==> src/rtl/wta_pwm_ctrl_pkg.sv <==
// Shared types and defaults for the winner-take-all PWM controller.
package wta_pwm_pkg;

    typedef enum logic [1:0] {
        IDLE = 2'd0,
        SCAN = 2'd1,
        RUN  = 2'd2
    } state_t;

    localparam int unsigned N_CH_DEF = 4;
    localparam int unsigned W_DEF    = 8;
    localparam int unsigned HYST_DEF = 8;

    // Width of a channel index; never narrower than one bit.
    function automatic int unsigned idx_width(input int unsigned n);
        return (n <= 2) ? 1 : $clog2(n);
    endfunction

endpackage

==> src/rtl/wta_pwm_gen.sv <==
// PWM run counter: W-bit counter active only during RUN, duty compare,
// first/last-count flags decoded from the counter register.
module wta_pwm_gen #(
    parameter int unsigned W = 8
) (
    input  logic         clk,
    input  logic         rst,
    input  logic         run,
    input  logic [W-1:0] duty,
    output logic         pwm_on,
    output logic         cnt_first,
    output logic         cnt_last
);

    logic [W-1:0] cnt;

    // Count through the RUN interval; held at zero otherwise so each RUN starts at 0.
    always_ff @(posedge clk or posedge rst) begin
        if (rst) begin
            cnt <= '0;
        end else if (run) begin
            cnt <= cnt + W'(1);
        end else begin
            cnt <= '0;
        end
    end

    assign pwm_on    = run && (cnt < duty);
    assign cnt_first = run && (cnt == '0);
    assign cnt_last  = run && (cnt == '1);

endmodule

==> src/rtl/wta_pwm_ctrl.sv <==
// Winner-take-all PWM controller: sequential level scan, hysteretic election,
// single-channel PWM drive of the elected winner.
module wta_pwm_ctrl
    import wta_pwm_pkg::*;
#(
    parameter int unsigned N_CH = N_CH_DEF,
    parameter int unsigned W    = W_DEF,
    parameter int unsigned HYST = HYST_DEF
) (
    input  logic                       clk,
    input  logic                       rst,
    input  logic                       ena,
    input  logic [N_CH*W-1:0]          level,
    output logic [N_CH-1:0]            pwm_o,
    output logic [idx_width(N_CH)-1:0] winner_o,
    output logic                       win_valid_o,
    output logic                       period_o
);

    localparam int unsigned IW       = idx_width(N_CH);
    localparam logic [IW-1:0] IDX_LAST = IW'(N_CH - 1);
    localparam logic [W:0]    HYST_EXT = (W + 1)'(HYST);

    state_t       state, state_n;
    logic [IW-1:0] idx;
    logic [IW-1:0] winner;
    logic [IW-1:0] cand_idx;
    logic [W-1:0]  cand_lvl;
    logic [W-1:0]  cur_lvl;
    logic [W-1:0]  duty;
    logic          valid;

    logic [W-1:0]  lv [N_CH];
    logic [W-1:0]  smp;
    logic          scan_last;
    logic [IW-1:0] nxt_idx;
    logic [W-1:0]  nxt_lvl;
    logic [W-1:0]  nxt_cur;
    logic [IW-1:0] elect_idx;
    logic [W-1:0]  elect_duty;

    logic          run;
    logic          pwm_on;
    logic          cnt_first;
    logic          cnt_last;

    // Unpack the level bus into per-channel words.
    always_comb begin
        for (int unsigned k = 0; k < N_CH; k++) begin
            lv[k] = level[k*W +: W];
        end
    end

    assign smp       = lv[idx];
    assign scan_last = (state == SCAN) && (idx == IDX_LAST);
    assign run       = (state == RUN);

    // Running candidate including this cycle's sample; index 0 always seeds it.
    always_comb begin
        nxt_idx = cand_idx;
        nxt_lvl = cand_lvl;
        if (idx == '0 || smp > cand_lvl) begin
            nxt_idx = idx;
            nxt_lvl = smp;
        end
        nxt_cur = (idx == winner) ? smp : cur_lvl;
    end

    // Election applied on the final scan cycle; margin compare is one bit wider to avoid wrap.
    always_comb begin
        elect_idx  = winner;
        elect_duty = nxt_cur;
        if (!valid) begin
            elect_idx  = nxt_idx;
            elect_duty = nxt_lvl;
        end else if (nxt_idx != winner &&
                     {1'b0, nxt_lvl} > ({1'b0, nxt_cur} + HYST_EXT)) begin
            elect_idx  = nxt_idx;
            elect_duty = nxt_lvl;
        end
    end

    // State register.
    always_ff @(posedge clk or posedge rst) begin
        if (rst) begin
            state <= IDLE;
        end else begin
            state <= state_n;
        end
    end

    // Next-state logic; ena only matters in IDLE and on the last RUN count.
    always_comb begin
        state_n = state;
        case (state)
            IDLE:    if (ena) state_n = SCAN;
            SCAN:    if (scan_last) state_n = RUN;
            RUN:     if (cnt_last) state_n = ena ? SCAN : IDLE;
            default: state_n = IDLE;
        endcase
    end

    // Scan index, candidate tracking, election results and validity.
    always_ff @(posedge clk or posedge rst) begin
        if (rst) begin
            idx      <= '0;
            winner   <= '0;
            cand_idx <= '0;
            cand_lvl <= '0;
            cur_lvl  <= '0;
            duty     <= '0;
            valid    <= 1'b0;
        end else begin
            case (state)
                IDLE: begin
                    idx <= '0;
                end
                SCAN: begin
                    cand_idx <= nxt_idx;
                    cand_lvl <= nxt_lvl;
                    cur_lvl  <= nxt_cur;
                    if (scan_last) begin
                        idx    <= '0;
                        winner <= elect_idx;
                        duty   <= elect_duty;
                        valid  <= 1'b1;
                    end else begin
                        idx <= idx + IW'(1);
                    end
                end
                RUN: begin
                    idx <= '0;
                    if (cnt_last && !ena) valid <= 1'b0;
                end
                default: idx <= '0;
            endcase
        end
    end

    wta_pwm_gen #(
        .W (W)
    ) u_gen (
        .clk       (clk),
        .rst       (rst),
        .run       (run),
        .duty      (duty),
        .pwm_on    (pwm_on),
        .cnt_first (cnt_first),
        .cnt_last  (cnt_last)
    );

    // Route the PWM level onto the winner's line only.
    always_comb begin
        pwm_o = '0;
        if (pwm_on) pwm_o[winner] = 1'b1;
    end

    assign winner_o    = winner;
    assign win_valid_o = valid;
    assign period_o    = cnt_first;

endmodule

==> config.mk <==
export PLATFORM = sky130hd
export DESIGN_NAME = wta_pwm_ctrl
export DESIGN_NICKNAME = d
export VERILOG_FILES = /design/src/rtl/wta_pwm_ctrl_pkg.sv /design/src/rtl/wta_pwm_gen.sv /design/src/rtl/wta_pwm_ctrl.sv
export SDC_FILE = /design/constraint.sdc
export NUM_CORES = 1
export LEC_CHECK = 0
export ABC_AREA = 1
export BUFFER_PORTS_ARGS = -buffer_cell sky130_fd_sc_hd__buf_2
export CAP_MARGIN = 20
export CORE_MARGIN = 2
export CORE_UTILIZATION = 58
export CTS_CLUSTER_DIAMETER = 150
export CTS_CLUSTER_SIZE = 16
export DETAILED_ROUTE_END_ITERATION = 7
export MAX_ROUTING_LAYER = met4
export PLACE_DENSITY = 0.81
export SKIP_CTS_REPAIR_TIMING = 1
export SLEW_MARGIN = 30
export SYNTH_ARGS = -nofsm -noshare
export SYNTH_HDL_FRONTEND = slang
export SYNTH_SLANG_ARGS = --single-unit
==> constraint.sdc <==
create_clock -name clk -period 4.8 [get_ports clk]
set_input_delay 0.48 -clock clk [delete_from_list [all_inputs] [get_ports clk]]
set_output_delay 0.48 -clock clk [all_outputs]
set_load 0.01 [all_outputs]
==> results_dict.tcl, run 1 <==
set metrics [dict create \
    cts_htree_levels 2 \
    crit_type "flop to flop" \
    diodes 0 \
    ys_types 40 \
    hold_viol_final 0 \
    firstDrtPassIters 5 \
    clockRootBuffer "clkbuf_8" \
    grt_usage 0.2610 \
    synthFlopType "dfrtp_1" \
    post_drt_wl_per_cell_um 12.94 \
    die_h_um 76.52 \
    grt_pass1_vias 2729 \
    min_path_type "input port to async pin" \
    finalNetCount 521 \
    grt_antenna_before_repair 0 \
    vias 2849 \
    clk_pin_slew_ns 0.09 \
    num_io_pins 43 \
    setup_viol 0 \
    yosysTopAreaCellShare 0.3363 \
    syn_area_um2 3050 \
    final_area_um2 3417 \
    maxCapViolCount 0 \
    ys_ff_latch 41 \
    yosysWarnings 0 \
    syn-instance-count 416 \
    dp_hpwl_um 5367 \
    setup-tns-final_ns 0 \
    grt_overflow_total 0 \
    ys_seq_area_frac 0.3363 \
    die-area_um2 5855 \
    portBuffers 42 \
    drv_slew 0 \
    min_period_ns 4.304 \
    synth_xor_area_frac 0.01395 \
    placed_area_um2 3303 \
    worst_pin_slew_ns 0.6548 \
    grt_max_degree 42 \
    synth_top_family_by_area "simple AND/OR/NAND/NOR gates" \
    ctsLongestPathBuffers 2 \
    setup_ws_ns 0.4957 \
    crit_arrival_ns 4.49 \
    cts.sinks 41 \
    row_count 26 \
    place_ws_ns 0.4443 \
    drive_above_1_share 0.1656 \
    core_area_um2 5107 \
    drt_iter0_drc 233 \
    cts_tree "built" \
    synthTopCellsByArea "dfrtp_1, nand2_1, ha_1" \
    ys_async_sr_fraction 1.000 \
    grt_pass1_wl_um 12150 \
    drcViolationCount 0 \
    synth_edf_count 0 \
    slew_headroom 0.5630 \
    initial_core_util 0.5973 \
    via_per_inst 5.386 \
    place_congestion 0.9260 \
    clk-insertion-delay-late_ns 0.30 \
    syn_area_per_cell_um2 7.333 \
    yosysMostFrequentCell "nand2_1" \
    synth_nets 479 \
    synthMuxAreaShare 0.006563 \
    yosys.area_share.adder 0.1148 \
    drtAntennaViolNets 0 \
    grt_setup_unrepaired "no" \
    fin_skew_ns 0.01213 \
    cp_max_fo 14 \
    cts_made_buffers 5 \
    syn2layout_area_growth_pct 12.02 \
    yosys-top-cells-count "nand2_1, inv_1, dfrtp_1" \
    max_freq_ghz 0.2323 \
    synth_compound_gate_area_share 0.1251 \
    finalCritPeriodShare 0.8967 \
    status "finished clean" \
    die_x_um 76.52 \
    start_kind "flop" \
    synth-simple-area-share 0.3011 \
    cp-end-kind "flop" \
    synth_area_leader_cell "dfrtp_1" \
    finalWirelength_um 6847 \
    crit_required_ns 4.98 \
]
## metrics by stage
step,std cells,hold WS [ns],util
after floorplan,416,0.4322,-
after global placement,521,0.4480,0.6467
after detailed placement,521,0.4515,0.6467
after CTS,529,0.3094,0.6688
after global routing,529,0.3653,0.6690
final,529,0.2909,0.6690
## area by class of cell
cell class | instances | area [um^2]
multi-input combinational | 304 | 1713
fill | 452 | 1690
sequential | 41 | 1027
timing repair buffer | 48 | 255.2
inverter | 58 | 221.5
tap | 70 | 87.58
clock buffer | 5 | 68.82
clock inverter | 3 | 43.79
## layer usage
| metal | up-vias | wire, um | GRT usage | share of wire |
|---|---|---|---|---|
| met4 | 0 | 169 | 0.07636 | 0.025 |
| met2 | 83 | 3134 | 0.4088 | 0.46 |
| met5 | - | 0 | - | 0 |
| li1 | 1438 | - | - | - |
| met1 | 1310 | 3139 | 0.3435 | 0.46 |
| met3 | 18 | 404 | 0.05569 | 0.059 |
## cells in the final DEF, fill, tap and decap left out, types with 2 or more instances in the layout
cell type	instances
a211oi_1	3
dfrtp_1	40
o21ai_0	32
nor3_1	10
nand2_2	4
nand2_1	126
o21ai_1	3
xor2_1	2
nand2_8	2
nand4_1	3
nor2_1	20
clkbuf_8	5
ha_1	28
mux2i_1	2
buf_4	6
a32oi_1	2
inv_1	54
buf_2	42
clkinv_2	2
o21ai_2	4
nor3b_1	5
a21oi_1	12
nand3_1	33
## sequential cells by signal, indices dropped and copies added (netlist names)
register     flops
cand_lvl         8
win_valid_o      1
u_gen.cnt        8
winner_o         2
cur_lvl          8
duty             8
cand_idx         2
state            2
idx              2
## worst paths after layout
| check | startpoint | to | slack [ns] | depth (start not counted) |
|---|---|---|---|---|
| min in group clk | ena | win_valid_o$_DFFE_PP0P_ | 0.45 | 2 |
| worst max-delay path | idx[1]$_DFF_PP0_ | duty[6]$_DFFE_PP0P_ | 0.50 | 26 |
| worst min register to register | u_gen.cnt[0]$_DFF_PP0_ | u_gen.cnt[0]$_DFF_PP0_ | 0.46 | 1 |
| worst min-delay path | rst | u_gen.cnt[7]$_DFF_PP0_ | 0.29 | 3 |
| worst max register to register | idx[1]$_DFF_PP0_ | duty[6]$_DFFE_PP0P_ | 0.50 | 26 |
| max in group asynchronous | rst | idx[0]$_DFF_PP0_ | 4.11 | 3 |
## worst max-delay path: stages, from the launching register on
cell      delay (ns)
dfrtp_1         0.53
clkinv_2        0.27
a32oi_1         0.44
ha_1            0.32
nand2_1         0.06
inv_1           0.05
nand2_1         0.06
nand2_1         0.05
nand2_1         0.05
nand2_1         0.04
nand2_1         0.14
nand2_1         0.25
o21ai_0         0.49
ha_1            0.34
a21oi_1         0.13
o21a_1          0.14
nor2_1          0.04
a211oi_1        0.18
nor2_1          0.07
nand2_2         0.07
inv_2           0.05
nand2_8         0.10
nand2_8         0.08
nand2_1         0.10
nand2_1         0.05
nand2_1         0.05
nand2_1         0.05
## logic make-up after synthesis
kind of cell	count (synthesis)
AOI/OAI and AO/OA	63
xor gates and xnor gates	4
adders and majority gates	28
buffers and inverters	71
DFF	41
muxes	2
and+or+nand+nor	207
Power of run 1 is not shown: default switching activity piles up to over one toggle a cycle in this logic, so the estimate is an artifact.
==> run 2, diff against run 1 <==
Settings changed: GPL_TIMING_DRIVEN set to 1, SYNTH_HIERARCHICAL set to 1.
==> run 2 against run 1 <==
Compared with the run above:
- design area increased by 1.6%
- die area grew 0.71%
- routed wire length up 7.6%
- final cell count rose by 3.8%
- worst hold slack got worse by 0.18 ns
- global-route usage up 1.6 points
- clock-buffer cell count is the same
- non-clock buffer count grew 1
- highest routed layer unchanged
==> results_dict.tcl, run 2 <==
set metrics [dict create \
    ctsLongestPathBuffers 2 \
    ys_async_sr_fraction 1.000 \
    power_frac_comb 0.505 \
    cellLeakagePower_nw 1.936 \
    ir_drop_uv 367.0 \
    initial_core_util 0.6017 \
    grt_usage 0.2773 \
    synth_nets 497 \
    cp-end-kind "flop" \
    crit_end "duty[4]$_DFFE_PP0P_" \
    drv_slew 0 \
    final_core_util 0.6801 \
    ys_types 33 \
    worst_pin_slew_ns 0.6821 \
    wl_met3_um 369 \
    clockRootBuffer "clkbuf_8" \
    crit_required_ns 4.99 \
    min_period_ns 4.273 \
    portBuffers 42 \
    r2r_slack_ns 0.53 \
    syn_area_per_cell_um2 7.081 \
    dp_hpwl_um 5566 \
    finalNetCount 541 \
    row_count 26 \
    post_drt_wl_per_cell_um 13.42 \
    synth_edf_count 0 \
    grt_antenna_before_repair 0 \
    clk-insertion-delay-late_ns 0.30 \
    cp_max_fo 20 \
    num_io_pins 43 \
    yosysWarnings 6 \
    die_h_um 76.79 \
    p_per_area_nw_per_um2 441.9 \
    final_common_cell "nand2_1" \
    core_area_um2 5107 \
    syn2layout_area_growth_pct 13.03 \
    syn_area_um2 3073 \
    drive_above_1_share 0.1816 \
    cts_tree "built" \
    wl_met2_um 3458 \
    status "finished clean" \
    grt_pass1_vias 2935 \
    firstDrtPassIters 5 \
    reg2reg_depth 27 \
    top_layer "met4" \
    synthTopCellsByArea "dfrtp_1, nand2_1, ha_1" \
    crit_type "flop to flop" \
    setup_viol 0 \
    p_seq_frac 0.307 \
    yosysTopAreaCellShare 0.3339 \
    slew_headroom 0.5447 \
    syn-instance-count 434 \
    rr_startpoint "idx[0]$_DFF_PP0_" \
    p_sw_frac 0.4327 \
    maxCapViolCount 0 \
    finalWirelength_um 7365 \
    grt_setup_unrepaired "no" \
    die_x_um 76.79 \
    crit_arrival_ns 4.47 \
    ys_ff_latch 41 \
    p_int_uw 870.7 \
    hold_viol_final 0 \
    via_per_inst 5.372 \
    place_congestion 0.9277 \
    worstSetupStartpoint "idx[0]$_DFF_PP0_" \
    die-area_um2 5897 \
    synthFlopType "dfrtp_1" \
    min_path_type "input port to async pin" \
    cts_made_buffers 5 \
    r2r-end "duty[4]$_DFFE_PP0P_" \
    yosysMostFrequentCell "nand2_1" \
    final_cell_mix "nand2_1, inv_1, buf_2" \
    cts_htree_levels 2 \
    grt_max_degree 34 \
    grt_pass1_wl_um 13050 \
    drcViolationCount 0 \
    grt_overflow_total 0 \
    max_freq_ghz 0.2341 \
    fin_skew_ns 0.006243 \
    synth_area_leader_cell "dfrtp_1" \
    diodes 0 \
    p_clk_frac 0.187 \
    finalCritPeriodShare 0.8901 \
    drt_iter0_drc 184 \
    drtAntennaViolNets 0 \
    setup-tns-final_ns 0 \
    clk_pin_slew_ns 0.09 \
    wl_met1_um 3431 \
    cts.sinks 41 \
    vias 2949 \
    p_switching_uw 664.3 \
    start_kind "flop" \
    ys_seq_area_frac 0.3339 \
    yosys-top-cells-count "nand2_1, inv_1, dfrtp_1" \
]
## run 2: critical path, cell delays in order (launching register included)
cell	delay, ns
dfrtp_1	0.48
inv_2	0.28
nand2_1	0.08
a32oi_1	0.34
ha_1	0.32
nand2_1	0.07
nand2_1	0.04
nand2_1	0.05
nand2_1	0.04
nand2_1	0.05
nand2_1	0.04
nand2_1	0.12
nand2_1	0.35
o21ai_0	0.50
ha_1	0.31
nand2_1	0.08
o21ai_0	0.09
a21o_1	0.17
a21oi_1	0.11
a21oi_1	0.06
nand2_1	0.08
inv_2	0.06
nand2_8	0.10
nand2_8	0.07
nand2_1	0.07
nand2_1	0.06
nand2_1	0.06
nand2_1	0.05
## run 2: kinds of logic (layout without fill, tap and decap cells)
logic type,Yosys count,count (layout),synth area share
AO/OA/AOI/OAI,67,67,0.1222
XOR/XNOR,4,4,0.01140
adder cells (fa/ha/maj),28,28,0.1140
buffers and inverters,76,121,0.09935
flip-flops,41,41,0.3339
multiplexers,2,2,0.006515
AND/OR/NAND/NOR,216,216,0.3127
## run 2: per-layer routing
layer | track usage | vias to the layer above
met5 | - | -
met4 | 0.07273 | 0
met3 | 0.04353 | 12
met2 | 0.4439 | 87
met1 | 0.3687 | 1371
li1 | - | 1479
## run 2: area by class of cell
| cell class | instances | area (um^2) |
|---|---|---|
| clock buffers | 5 | 68.82 |
| clock inverters | 3 | 43.79 |
| fillers | 426 | 1634 |
| inverters | 64 | 240.2 |
| multi-input cells | 317 | 1744 |
| flip-flops and latches | 41 | 1026 |
| well taps | 70 | 87.58 |
| repair buffers | 49 | 262.8 |
## run 2: power by group through the flow
stage / clock network (mW) / registers [mW] / logic (mW)
2_1_floorplan: 0 / 0.467 / 0.589
4_1_cts: 0.290 / 0.471 / 0.775
5_1_grt: 0.303 / 0.481 / 0.898
3_5_place_dp: 0 / 0.478 / 0.766
3_3_place_gp: 0 / 0.474 / 0.739
6_report: 0.288 / 0.472 / 0.776
## run 2: worst min-delay path by stage
stage | start | end | slack, ns | depth (start not counted)
finish | rst | u_gen/cnt[6]$_DFF_PP0_ | 0.12 | 2
floorplan | rst | u_gen/cnt[0]$_DFF_PP0_ | 0.30 | 1
CTS | rst | u_gen/cnt[6]$_DFF_PP0_ | 0.12 | 2
detailed placement | rst | u_gen/cnt[6]$_DFF_PP0_ | 0.45 | 2
global route | rst | u_gen/cnt[3]$_DFF_PP0_ | 0.16 | 2
global placement | rst | u_gen/cnt[6]$_DFF_PP0_ | 0.44 | 2
## run 2: stage by stage
step                cell area [um^2]  setup WS (ns)  hold WS, ns  power (mW)  std cells
CTS                             3471         0.5232       0.1234       1.536        549
detailed placement              3358         0.5439       0.4520       1.244        541
finish                          3473         0.5275       0.1157       1.535        549
global placement                3358         0.6546       0.4415       1.212        541
global route                    3473        0.06240       0.1607       1.682        549
floorplan                       3073          1.192       0.2957       1.055        434
Power figures use the tool's default switching activity.
==> run 3, diff against run 2 <==
Settings changed: CORE_ASPECT_RATIO set to 0.6.
==> run 3 against run 2 <==
Compared with the run above:
- design area down 0.58%
- clock power up 1%
- global-route usage up 0.64 points
- clock-buffer cell count unchanged
==> results_dict.tcl, run 3 (synthesis results as in run 2) <==
set metrics [dict create \
    place_ws_ns 0.6352 \
    num_io_pins 43 \
    worst_pin_slew_ns 0.7046 \
    clk_pin_slew_ns 0.09 \
    cp_num_buf_inv 3 \
    firstDrtPassIters 5 \
    final_area_um2 3453 \
    cts_tree "built" \
    final_cell_mix "nand2_1, inv_1, buf_2" \
    cp_max_fo 20 \
    vias 2927 \
    crit_type "flop to flop" \
    cp_common_cell "nand2_1" \
    syn2layout_area_growth_pct 12.38 \
    final_core_util 0.6798 \
    place_congestion 0.9336 \
    placed_area_um2 3338 \
    crit_required_ns 4.99 \
    cts.sinks 41 \
    crit_arrival_ns 4.49 \
    core_area_um2 5080 \
    setup_ws_ns 0.5034 \
    die_h_um 60.38 \
    maxCapViolCount 0 \
    min_path_type "input port to async pin" \
    start_kind "flop" \
    grt_pass1_wl_um 12740 \
    grt_antenna_before_repair 0 \
    via_per_inst 5.390 \
    slowest_delay_ns 0.50 \
    row_count 20 \
    clk-insertion-delay-late_ns 0.31 \
    status "finished clean" \
    drv_slew 0 \
    post_drt_wl_per_cell_um 13.70 \
    slew_headroom 0.5303 \
    grt_pass1_vias 2703 \
    grt_overflow_total 0 \
    hold_viol_final 0 \
    crit_family "compound AO/OA/AOI/OAI gates" \
    drt_iter0_drc 230 \
    diodes 0 \
    die_x_um 97.97 \
    setup-tns-final_ns 0 \
    cts_htree_levels 2 \
    cts_made_buffers 5 \
    grt_usage 0.2837 \
    grt_max_degree 34 \
    ff_latch_area_um2 1026 \
    clockRootBuffer "clkbuf_8" \
    drive_above_1_share 0.1761 \
    final_common_cell "nand2_1" \
    n_fill_cell 438 \
    finalCritPeriodShare 0.8951 \
    dp_hpwl_um 5704 \
    p_per_area_nw_per_um2 446.3 \
    multiInputGateArea_um2 1742 \
    max_freq_ghz 0.2327 \
    portBuffers 42 \
    initial_core_util 0.6049 \
    finalNetCount 539 \
    cellLeakagePower_nw 1.923 \
    ctsLongestPathBuffers 2 \
    fin_skew_ns 0.01340 \
    setup_viol 0 \
    slowest_stage "dfrtp_1" \
    grt_setup_unrepaired "no" \
    cp-end-kind "flop" \
    drtAntennaViolNets 0 \
    min_period_ns 4.297 \
    ir_drop_uv 274.5 \
    finalWirelength_um 7440 \
    drcViolationCount 0 \
    die-area_um2 5915 \
]
-- run 3: power by group --
group / total (mW) / internal [mW] / switching (mW)
Clock: 0.292 / 0.156 / 0.137
Sequential: 0.474 / 0.421 / 0.0525
Combinational: 0.775 / 0.291 / 0.485
-- run 3: final cells by class --
| cell class | instances | area share |
|---|---|---|
| clock inverters | 3 | 0.01341 |
| clock buffers | 5 | 0.01993 |
| multi-input cells | 317 | 0.5043 |
| flip-flops and latches | 41 | 0.2971 |
| inverters | 64 | 0.06957 |
| repair buffers | 47 | 0.07174 |
| well taps | 66 | 0.02391 |
-- run 3: per-stage QoR --
| stage | total power [mW] | cells | hold slack, ns |
|---|---|---|---|
| 6_report | 1.541 | 543 | 0.1163 |
| 5_1_grt | 1.683 | 543 | 0.1446 |
| 4_1_cts | 1.540 | 543 | 0.1251 |
| 3_5_place_dp | 1.231 | 535 | 0.4624 |
| 3_3_place_gp | 1.209 | 535 | 0.4573 |
| 2_1_floorplan | 1.055 | 434 | 0.2957 |
-- run 3: worst paths after layout --
kind	slack [ns]	startpoint	end	depth (start not counted)
setup / recovery	0.50	idx[1]$_DFF_PP0_	duty[4]$_DFFE_PP0P_	26
hold / removal	0.12	rst	u_gen/cnt[1]$_DFF_PP0_	2
setup reg to reg	0.50	idx[1]$_DFF_PP0_	duty[4]$_DFFE_PP0P_	26
hold reg to reg	0.50	cur_lvl[3]$_DFFE_PP0P_	cur_lvl[3]$_DFFE_PP0P_	2
max in group asynchronous	4.21	rst	cur_lvl[3]$_DFFE_PP0P_	3
min in group clk	0.43	ena	state[0]$_DFFE_PP0P_	3
-- run 3: per-layer routing --
metal  track usage  wire (um)  up-vias
li1              -          -     1481
met5             -          0        -
met3       0.05760        579       15
met1        0.3983       3710     1304
met2        0.4198       3038      127
met4       0.08333        112        0
-- run 3: worst reg2reg max path: cells and delay by family (launching register included) --
family                   cells  cell delay (ns)
AO/OA/AOI/OAI                7             1.40
AND/OR/NAND/NOR             14             1.31
adder cells (fa/ha/maj)      2             0.63
flip-flops                   1             0.50
buffers and inverters        3             0.35
